--- config.mk ---
export PLATFORM = sky130hd
export DESIGN_NAME = demux_1in_3out_reg_flat
export DESIGN_NICKNAME = d
export VERILOG_FILES = /design/src/rtl/demux_1in_3out_reg_if.sv /design/src/rtl/demux_1in_3out_reg.sv /design/src/flat_wrapper.sv
export SDC_FILE = /design/constraint.sdc
export NUM_CORES = 1
export LEC_CHECK = 0
export BUFFER_PORTS_ARGS = -buffer_cell sky130_fd_sc_hd__buf_2
export CORE_MARGIN = 10
export CORE_UTILIZATION = 30
export DETAILED_ROUTE_END_ITERATION = 8
export PLACE_DENSITY = 0.6
export SLEW_MARGIN = 20
export SYNTH_ARGS = -nofsm -noshare
export SYNTH_HDL_FRONTEND = slang
export SYNTH_SLANG_ARGS = --single-unit
--- constraint.sdc ---
create_clock -name clk -period 4.1 [get_ports clk]
set_input_delay 0.82 -clock clk [delete_from_list [all_inputs] [get_ports clk]]
set_output_delay 0.82 -clock clk [all_outputs]
set_load 0.03 [all_outputs]
--- src/rtl/demux_1in_3out_reg_if.sv ---
// Handshake bundle for demux_1in_3out_reg: one producer port and three consumer ports.
// The demux takes the slave view and the producer/consumer side takes the master view.
interface demux_1in_3out_reg_if #(
    parameter int DB = 32
);
    logic [DB-1:0] DatoIn;
    logic [1:0]    Sel;
    logic          in_valid;
    logic          in_ready;

    logic [DB-1:0] SalidaA;
    logic [DB-1:0] SalidaB;
    logic [DB-1:0] SalidaC;
    logic          valid_a;
    logic          valid_b;
    logic          valid_c;
    logic          ready_a;
    logic          ready_b;
    logic          ready_c;

    modport slave (
        input  DatoIn, Sel, in_valid, ready_a, ready_b, ready_c,
        output in_ready, SalidaA, SalidaB, SalidaC, valid_a, valid_b, valid_c
    );

    modport master (
        output DatoIn, Sel, in_valid, ready_a, ready_b, ready_c,
        input  in_ready, SalidaA, SalidaB, SalidaC, valid_a, valid_b, valid_c
    );
endinterface

--- src/rtl/demux_1in_3out_reg.sv ---
// Registered 1-to-3 demux: steers DatoIn to A/B/C by Sel; Sel=3 is dropped and counted (broadcast with DEMUX_BROADCAST_EN).
// Latency: one clock, word accepted at edge N is valid in cycle N+1; sustained throughput 1 word/clk.
// Backpressure: in_ready is low while any pending destination is not ready; held words stay stable until taken.
module demux_1in_3out_reg #(
    parameter int DB = 32,
    parameter int CW = 8
) (
    input  logic                 clk,
    input  logic                 rst_n,
    demux_1in_3out_reg_if.slave  bus,
    output logic [CW-1:0]        drop_count
);
    logic [DB-1:0] holdData;
    logic [2:0]    pend;
    logic [2:0]    pendNext;
    logic [2:0]    readyVec;
    logic [2:0]    remain;
    logic [CW-1:0] dropCnt;
    logic [CW-1:0] dropNext;
    logic          done;
    logic          accept;
    logic          loadData;

    // Ready on a destination with nothing pending is simply masked away here.
    assign readyVec = {bus.ready_c, bus.ready_b, bus.ready_a};
    assign remain   = pend & ~readyVec;
    assign done     = (remain == 3'b000);
    assign accept   = bus.in_valid & done;

    always_comb begin
        pendNext = remain;
        loadData = 1'b0;
        dropNext = dropCnt;
        if (accept) begin
            case (bus.Sel)
                2'd0: begin pendNext = 3'b001; loadData = 1'b1; end
                2'd1: begin pendNext = 3'b010; loadData = 1'b1; end
                2'd2: begin pendNext = 3'b100; loadData = 1'b1; end
                default: begin
`ifdef DEMUX_BROADCAST_EN
                    pendNext = 3'b111;
                    loadData = 1'b1;
`else
                    pendNext = 3'b000;
                    if (dropCnt != {CW{1'b1}}) begin
                        dropNext = dropCnt + CW'(1);
                    end
`endif
                end
            endcase
        end
    end

    always_ff @(posedge clk or negedge rst_n) begin
        if (!rst_n) begin
            pend     <= 3'b000;
            holdData <= '0;
            dropCnt  <= '0;
        end else begin
            pend    <= pendNext;
            dropCnt <= dropNext;
            if (loadData) begin
                holdData <= bus.DatoIn;
            end
        end
    end

    assign bus.in_ready = done;
    assign bus.valid_a  = pend[0];
    assign bus.valid_b  = pend[1];
    assign bus.valid_c  = pend[2];
    assign bus.SalidaA  = pend[0] ? holdData : '0;
    assign bus.SalidaB  = pend[1] ? holdData : '0;
    assign bus.SalidaC  = pend[2] ? holdData : '0;
    assign drop_count   = dropCnt;
endmodule
--- src/flat_wrapper.sv ---
// flat-port wrapper written by rule: the top's interface ports become plain ports
module demux_1in_3out_reg_flat 
#(
    parameter int DB = 32,
    parameter int CW = 8
)
  (clk, rst_n, drop_count, bus_DatoIn, bus_Sel, bus_in_valid, bus_ready_a, bus_ready_b, bus_ready_c, bus_in_ready, bus_SalidaA, bus_SalidaB, bus_SalidaC, bus_valid_a, bus_valid_b, bus_valid_c);
  demux_1in_3out_reg_if #(.DB(DB)) bus_i ();
  input  logic clk;
  input  logic rst_n;
  output logic [CW-1:0] drop_count;
  input wire logic [$bits(bus_i.DatoIn)-1:0] bus_DatoIn;
  input wire logic [$bits(bus_i.Sel)-1:0] bus_Sel;
  input wire logic [$bits(bus_i.in_valid)-1:0] bus_in_valid;
  input wire logic [$bits(bus_i.ready_a)-1:0] bus_ready_a;
  input wire logic [$bits(bus_i.ready_b)-1:0] bus_ready_b;
  input wire logic [$bits(bus_i.ready_c)-1:0] bus_ready_c;
  output wire logic [$bits(bus_i.in_ready)-1:0] bus_in_ready;
  output wire logic [$bits(bus_i.SalidaA)-1:0] bus_SalidaA;
  output wire logic [$bits(bus_i.SalidaB)-1:0] bus_SalidaB;
  output wire logic [$bits(bus_i.SalidaC)-1:0] bus_SalidaC;
  output wire logic [$bits(bus_i.valid_a)-1:0] bus_valid_a;
  output wire logic [$bits(bus_i.valid_b)-1:0] bus_valid_b;
  output wire logic [$bits(bus_i.valid_c)-1:0] bus_valid_c;
  assign bus_i.DatoIn = bus_DatoIn;
  assign bus_i.Sel = bus_Sel;
  assign bus_i.in_valid = bus_in_valid;
  assign bus_i.ready_a = bus_ready_a;
  assign bus_i.ready_b = bus_ready_b;
  assign bus_i.ready_c = bus_ready_c;
  assign bus_in_ready = bus_i.in_ready;
  assign bus_SalidaA = bus_i.SalidaA;
  assign bus_SalidaB = bus_i.SalidaB;
  assign bus_SalidaC = bus_i.SalidaC;
  assign bus_valid_a = bus_i.valid_a;
  assign bus_valid_b = bus_i.valid_b;
  assign bus_valid_c = bus_i.valid_c;
  demux_1in_3out_reg #(.DB(DB), .CW(CW)) u_core (.clk(clk), .rst_n(rst_n), .bus(bus_i), .drop_count(drop_count));
endmodule
==> results of run 1 <==
-- flip-flops by register name, summed over array words and instances, names as in the netlist --
name / cells
u_core.holdData: 32
u_core.drop_count: 8
u_core.pend: 3
-- layout make-up --
cell class / instances / area (sq um)
Tap cell: 102 / 127.6
Timing Repair Buffer: 148 / 755.7
Sequential cell: 43 / 1076
Fill cell: 777 / 4387
Multi-Input combinational cell: 164 / 1237
Inverter: 1 / 3.754
Clock buffer: 8 / 100.1
-- critical path, delay by kind of cell, from the launching register on --
family	cells	cell delay (ns)
flip-flops	1	0.97
buffers and inverters	1	0.18
AND/OR/NAND/NOR	3	0.48
-- logic make-up (layout without fill, tap and decap cells) --
| group | after synthesis | in the layout |
|---|---|---|
| muxes | 33 | 33 |
| buffers and inverters | 13 | 157 |
| AOI/OAI and AO/OA | 5 | 5 |
| xor gates and xnor gates | 6 | 6 |
| and+or+nand+nor | 119 | 119 |
| adders and majority gates | 1 | 1 |
| DFF | 43 | 43 |
-- cell usage after synthesis, types with 2 or more instances --
master	number	area share, %
dfrtp_1	43	45
nor2_1	5	0.79
and2_1	98	26
buf_4	3	0.95
nand2b_1	2	0.53
nand2_1	5	0.79
mux2_2	32	15
nand3_1	5	1.1
clkbuf_1	9	1.4
xnor2_1	5	1.9
-- power groups by stage --
stage                     Combinational (mW)  Clock (mW)  Sequential [mW]
after floorplan                        0.360           0            0.626
after global placement                 0.539           0            0.617
after detailed placement               0.546           0            0.625
after CTS                              0.547       0.304            0.617
after global routing                   0.581       0.322            0.637
final                                  0.539       0.288            0.614
-- metal layers --
metal  vias to the layer above  share of wire [%]
met3                         4                 12
met5                         -                  0
met2                        90                 48
li1                        994                  -
met1                       914                 39
met4                         0               0.51
-- worst paths after layout --
check	start	to	slack [ns]	cells after the start
hold reg to reg	u_core.drop_count[5]	u_core.drop_count[5]	0.49	1
max in group asynchronous	rst_n	u_core.holdData[18]	3.16	2
hold / removal	rst_n	u_core.holdData[1]	0.46	1
setup / recovery	u_core.pend[1]	bus_in_ready	1.37	4
setup reg to reg	u_core.pend[1]	u_core.holdData[30]	1.41	4
min in group clk	u_core.drop_count[5]	u_core.drop_count[5]	0.49	1
==> metrics, run 1 <==
Setup Fix Bufs, Post-CTS 0; Crit Path Class register to output port; Num CTS Buffers 5; Tmin final between 2 and 3 ns; Power Density between 400 and 500 mW/mm^2; most frequent cells in the layout buf_2, and2_1, dfrtp_1, mux2_2, clkbuf_8; CP cell instances nand2b_1 > nand2_1 > nor2_1 > buf_2; Final setup viols 0; Synth Area in Compound Gates approximately 2.3%; max_slew headroom a little under a third; GR Layer Usage met1 between 10% and 20%; routed vias between 2000 and 2500; Mean Syn Cell Area between 10 and 15 sq um; Routed WL 7.010 mm; GRT met3 Usage 5.428%; Max Cap Violations 0; post-synthesis cell count 220; largest net degree at the start of global routing 44; final core occ a little over two fifths; antenna cells 0; row count 32; Clk pin slew, worst setup/hold paths about 0.08 ns; dpl cell area roughly 0.0032 sq mm; main flop type after synthesis dfrtp_1; Initial Util about 31%; CP arrival between 1.5 and 2 ns; clk root buf clkbuf_8; Startpoint Class register; syn_nets between 200 and 300; antenna viol nets, final 0; busiest grt layer met2; switching part of the total roughly two fifths; post-synthesis simple-gate area fraction about 31%; GR Util met2 about 20%; crit-path max FO 34; Peak Freq 366.7 MHz; post-synthesis cell area about 0.0024 sq mm; layout cell share with drive strength beyond 1 52.47%; Worst EP required roughly 3.3 ns; sequential share of power 42.6%; combinational share of power between 30% and 40%; Die Height approximately 110 microns; Core ar. between 0.007 and 0.008 sq mm; commonest non-fill, non-tap cell in the layout buf_2; Die ar. about 0.012 sq mm; leakage around 1.8 nW; Hold Buf Count CTS 0; detailed-route wire length per cell about 15 microns; CTS Sinks 43; Netlist cell types 23; slowest cell on the critical path dfrtp_1; post_cts resized 0; hold slack 0.4600 ns; Final GP Congestion between 0.7 and 0.8; CTS tree built; die width approximately 110 microns; Clk network pwr share ~20%; Post-Layout Inst Area 0.003301 sq mm; 1st-pass router iterations 4; register area share after synthesis a little under half; initial antenna violation count 0; power consumption around 1.4 mW; Post-Synth XOR/XNOR Area about 2.2%; largest family of logic cells by synthesized area simple AND/OR/NAND/NOR gates; DRC 0; Detailed Route Iter0 Violations 37; CTS H-tree lvls 2; RSZ-0062 raised after global routing no; Worst path max stage delay roughly 0.97 ns; fin cells 466; clk buf depth 2; asr flop ratio synth 100.0%; number of synthesized flops with an enable pin 0; Clock Latency Late Sink between 0.2 and 0.3 ns; final hold violations 0; NetSw 0.5691 mW; Setup crit end kind output port; setup ws final about 1.4 ns; I/O Pins ~150; Final Max Slew Viols 0; Worst Tran Pin Value slightly above 1 ns; worst vdd ir between 0.0003 and 0.0004 V; number of global-route vias before repair ~2100; synthesized flop and latch total between 40 and 50; HPWL Detailed 5.366 mm; post-synthesis mux area share approximately 16%; global route total overflow 0; outcome complete, no violations; P_int 0.8723 mW; # port buffers approximately 150; vias per cell between 4 and 5; Total Neg Setup Slack 0 ns; Total GRT Usage between 10 and 15%; worst hold path class input port to asynchronous set/reset pin; skew final 0.004572 ns; final net count a little over 400; Inst Count DP roughly 460; first-pass GRT wire length 10.87 mm; area added between synthesis and finish 39.50%; Synth Area in Adders less than 1%; Place WS roughly 1.3 ns; crit share post-route about two thirds; YS warnings 0
No activity file was read; power rests on OpenSTA's default activity.
==> inputs of run 2 (changes only) <==
==> constraint.sdc (replaced) <==
create_clock -name clk -period 2.64 [get_ports clk]
set_input_delay 0.528 -clock clk [delete_from_list [all_inputs] [get_ports clk]]
set_output_delay 0.528 -clock clk [all_outputs]
set_load 0.03 [all_outputs]
==> metrics, run 2 (synthesized netlist as in run 1, its figures left out) <==
outcome complete, no violations; 1st-pass router iterations 4; CP arrival 1.33 ns; Power Density about 670 mW/mm^2; # port buffers between 100 and 150; Total Neg Setup Slack 0 ns; Reg with most FFs u_core.holdData; Crit Path Class register to output port; CTS Sinks 43; R2R depth 4; Die ar. 0.01184 sq mm; RR Endpoint u_core.drop_count[1]; Place WS about 0.66 ns; die width 108.8 microns; Final Max Slew Viols 0; post_cts resized 0; clk root buf clkbuf_8; M1 WL ~2.8 mm; Detailed Route Iter0 Violations 55; detailed-route wire length per cell approximately 15 microns; Core ar. roughly 0.0077 sq mm; Final GP Congestion a little over 0.7; skew final slightly above 0.008 ns; Routed WL 7.070 mm; DRC 0; Max Cap Violations 0; Die Height 108.8 microns; Initial Util about 31%; Worst EP required 2.11 ns; HPWL Detailed about 5.5 mm; commonest non-fill, non-tap cell in the layout buf_2; vias per cell between 4 and 5; Setup crit end kind output port; CTS H-tree lvls 2; final hold violations 0; Startpoint Class register; Num CTS Buffers 5; global route total overflow 0; antenna viol nets, final 0; flop-to-flop setup slack between 0.7 and 0.8 ns; initial antenna violation count 0; setup ws final 0.7814 ns; met2 WL between 3 and 4 mm; Total GRT Usage roughly an eighth; Tmin final between 1.5 and 2 ns; row count 32; first-pass GRT wire length around 11 mm; area added between synthesis and finish 39.77%; max reg flops 32; FF-to-FF Start u_core.drop_count[0]; Highest Signal Layer met4; worst hold path class input port to asynchronous set/reset pin; layout cell share with drive strength beyond 1 between 50% and 60%; crit share post-route between 70% and 80%; leakage around 1.8 nW; Clk pin slew, worst setup/hold paths 0.08 ns; Worst Tran Pin Value 0.4998 ns; antenna cells 0; I/O Pins about 150; crit-path max FO 33; Hold Buf Count CTS 0; Final setup viols 0; final net count 409; clk buf depth 2; worst vdd ir 0.0005016 V; max_slew headroom between 60% and 70%; met3 routed WL 838 microns; number of global-route vias before repair 2198; most frequent cells in the layout buf_2, and2_1, dfrtp_1, mux2_2, buf_4; Setup Fix Bufs, Post-CTS 0; routed vias between 2000 and 2500; Clock Latency Late Sink 0.29 ns; Peak Freq 538.1 MHz; largest net degree at the start of global routing 34; CTS tree built; RSZ-0062 raised after global routing no
run 2: how the worst max path moves through the flow:
stage                                 endpoint            startpoint  cells past startpoint
after global placement    u_core.drop_count[1]           bus_ready_a                      5
after detailed placement  u_core.drop_count[1]           bus_ready_a                      5
after CTS                      bus_SalidaB[21]        u_core.pend[1]                      3
final                          bus_SalidaB[27]        u_core.pend[1]                      3
after floorplan           u_core.drop_count[1]  u_core.drop_count[0]                      4
after global routing            bus_SalidaA[8]        u_core.pend[0]                      3
run 2: metrics by stage:
stage	util (%)	power [mW]	hold slack, ns	instances	area [sq um]
floorplan	-	1.530	0.2324	220	2366
global placement	41.96	1.812	0.4738	463	3226
detailed placement	41.96	1.830	0.4818	463	3226
CTS	43.02	2.244	0.2124	471	3307
global route	43.02	2.351	0.2301	471	3307
finish	43.02	2.200	0.1899	471	3307
run 2: worst max-delay path, stage by stage (launching register included):
cell and delay (ns):
dfrtp_1 0.36, buf_4 0.28, and2_1 0.18, buf_2 0.20
run 2: layer usage:
layer | vias up | global-route usage [%]
met5 | - | 0
met4 | 0 | 2.731
met3 | 4 | 5.723
met2 | 85 | 20.09
met1 | 959 | 13.29
li1 | 1010 | -
run 2: report_power, final:
part	switching [mW]	total (mW)	internal, mW
clock	0.216	0.402	0.186
combinational	0.555	0.877	0.322
sequential	0.122	0.922	0.799
total	0.893	2.20	1.31
run 2: area by class of cell:
class                           instances  area [sq um]
Fill cell                             775          4380
Multi-Input combinational cell        164          1237
Sequential cell                        43          1076
Timing Repair Buffer                  153         780.7
Tap cell                              102         127.6
Clock buffer                            7         76.32
Clock inverter                          1         5.005
Inverter                                1         3.754
==> inputs of run 3 (changes only) <==
--- a/config.mk
+++ b/config.mk
@@ -9,7 +9,7 @@
 export CORE_MARGIN = 10
 export CORE_UTILIZATION = 30
 export DETAILED_ROUTE_END_ITERATION = 8
-export PLACE_DENSITY = 0.6
+export PLACE_DENSITY = 0.62
 export SLEW_MARGIN = 20
 export SYNTH_ARGS = -nofsm -noshare
 export SYNTH_HDL_FRONTEND = slang
==> constraint.sdc (replaced) <==
create_clock -name clk -period 1.7 [get_ports clk]
set_input_delay 0.34 -clock clk [delete_from_list [all_inputs] [get_ports clk]]
set_output_delay 0.34 -clock clk [all_outputs]
set_load 0.03 [all_outputs]
==> metrics, run 3 (synthesized netlist as in run 1, its figures left out) <==
layout cell share with drive strength beyond 1 approximately three fifths; global route total overflow 0; Tmin final 1.675 ns; flop-to-flop setup slack 0.03 ns; crit-path max FO 7; Power Density between 1000 and 1500 mW/mm^2; switching part of the total between 30% and 40%; clk root buf clkbuf_8; CTS Sinks between 40 and 50; die width 108.8 microns; hold slack ~0.004 ns; worst vdd ir about 0.00061 V; Max Cap Violations 0; # port buffers around 150; largest net degree at the start of global routing 34; Setup crit end kind register; outcome complete, no violations; max reg flops 32; Clock Latency Late Sink 0.29 ns; Num CTS Buffers 5; final core occ between 40% and 50%; commonest non-fill, non-tap cell in the layout buf_2; final net count roughly 420; vias per cell ~4.3; Die Height between 100 and 150 microns; Peak Freq around 600 MHz; P_int between 2 and 2.5 mW; worst hold path class input port to asynchronous set/reset pin; row count 32; GR Util met2 20.95%; Place WS roughly 0.015 ns; area occupied by registers roughly 0.0011 sq mm; combinational share of power 42.4%; detailed-route wire length per cell around 15 microns; routed vias between 2000 and 2500; first-pass GRT wire length approximately 11 mm; crit path from u_core.drop_count[1]; setup ws final 0.02528 ns; Clk pin slew, worst setup/hold paths 0.08 ns; Final setup viols 0; max_slew headroom ~67%; Worst EP required about 1.9 ns; power consumption around 3.6 mW; Worst Tran Pin Value 0.4934 ns; antenna viol nets, final 0; CP arrival 1.85 ns; antenna cells 0; Total GRT Usage a little under an eighth; number of global-route vias before repair between 2000 and 2500; clk buf depth 2; Reg with most FFs u_core.holdData; Detailed Route Iter0 Violations 43; leakage between 1.5 and 2 nW; Final GP Congestion approximately 0.8; Crit Path Class register to register; Routed WL around 7.5 mm; Startpoint Class register; Initial Util 30.78%; Clk network pwr share 18.1%; Die ar. 0.01184 sq mm; I/O Pins 148; skew final 0.01244 ns; 1st-pass router iterations 4; filler cell count in the final layout roughly 760; area added between synthesis and finish 50.03%; most frequent cells in the layout buf_2, and2_1, dfrtp_1, mux2_2, buf_4; NetSw roughly 1.4 mW; initial antenna violation count 0; DRC 0; Core ar. just under 0.008 sq mm; GRT met3 Usage under 10%; Final Max Slew Viols 0; HPWL Detailed 5.774 mm; GR Layer Usage met1 12.87%; FF-to-FF Start u_core.drop_count[1]; CTS H-tree lvls 2; crit share post-route between 90% and 100%; final hold violations 0; CTS tree built; sequential share of power 39.5%; RSZ-0062 raised after global routing yes; area of the multi-input gates 0.001265 sq mm; busiest grt layer met2
## run 3: cell count changes in the layout (fill, tap and decap cells not counted), sizes merged
cell,before,now
clkbuf,7,10
buf,153,163
## run 3: cell type report
| type | count | share of cell area (%) |
|---|---|---|
| flip-flops and latches | 43 | 30.60 |
| repair buffers | 166 | 27.49 |
| well taps | 102 | 3.595 |
| clock inverters | 1 | 0.1410 |
| clock buffers | 7 | 2.432 |
| inverters | 1 | 0.1057 |
| multi-input cells | 164 | 35.64 |
## run 3: timing repair
action | in CTS | in global routing
gates resized for setup | 2 | 6
hold buffers | 0 | 0
endpoints found under the setup margin | 3 | 54
gates cloned | 0 | 3
pin swaps | 0 | 1
buffers inserted | 0 | 4
## run 3: worst paths after layout
| check | to | depth (start not counted) |
|---|---|---|
| min in group clk | u_core.holdData[4] | 2 |
| setup / recovery | u_core.drop_count[1] | 5 |
| hold / removal | u_core.holdData[2] | 1 |
| hold reg to reg | u_core.drop_count[5] | 1 |
| max in group asynchronous | u_core.holdData[16] | 2 |
| setup reg to reg | u_core.drop_count[1] | 5 |
## run 3: stage by stage
stage	instance area, sq um	setup TNS, ns	instances
finish	3550	0	484
global route	3550	-0.2286	484
CTS	3421	0	477
detailed placement	3322	0	469
global placement	3322	0	469
floorplan	2392	-0.2560	220
## run 3: worst max-delay path: stages (launching register included)
cell	delay [ns]
dfrtp_2	0.44
ha_2	0.19
and2_4	0.18
a311oi_4	0.29
buf_6	0.16
mux2_4	0.30
## run 3: power by group through the flow
stage | clock [mW] | combinational [mW] | sequential, mW
4_1_cts | 0.697 | 1.48 | 1.44
5_1_grt | 0.736 | 1.65 | 1.48
3_5_place_dp | 0 | 1.47 | 1.46
3_3_place_gp | 0 | 1.45 | 1.44
6_report | 0.659 | 1.54 | 1.44
2_1_floorplan | 0 | 0.888 | 1.52
## run 3: metal layers
| layer | routed length, microns | share of wire [%] |
|---|---|---|
| met3 | 722 | 9.7 |
| met1 | 2936 | 39 |
| met2 | 3782 | 51 |
| met4 | 13 | 0.17 |
| met5 | 0 | 0 |
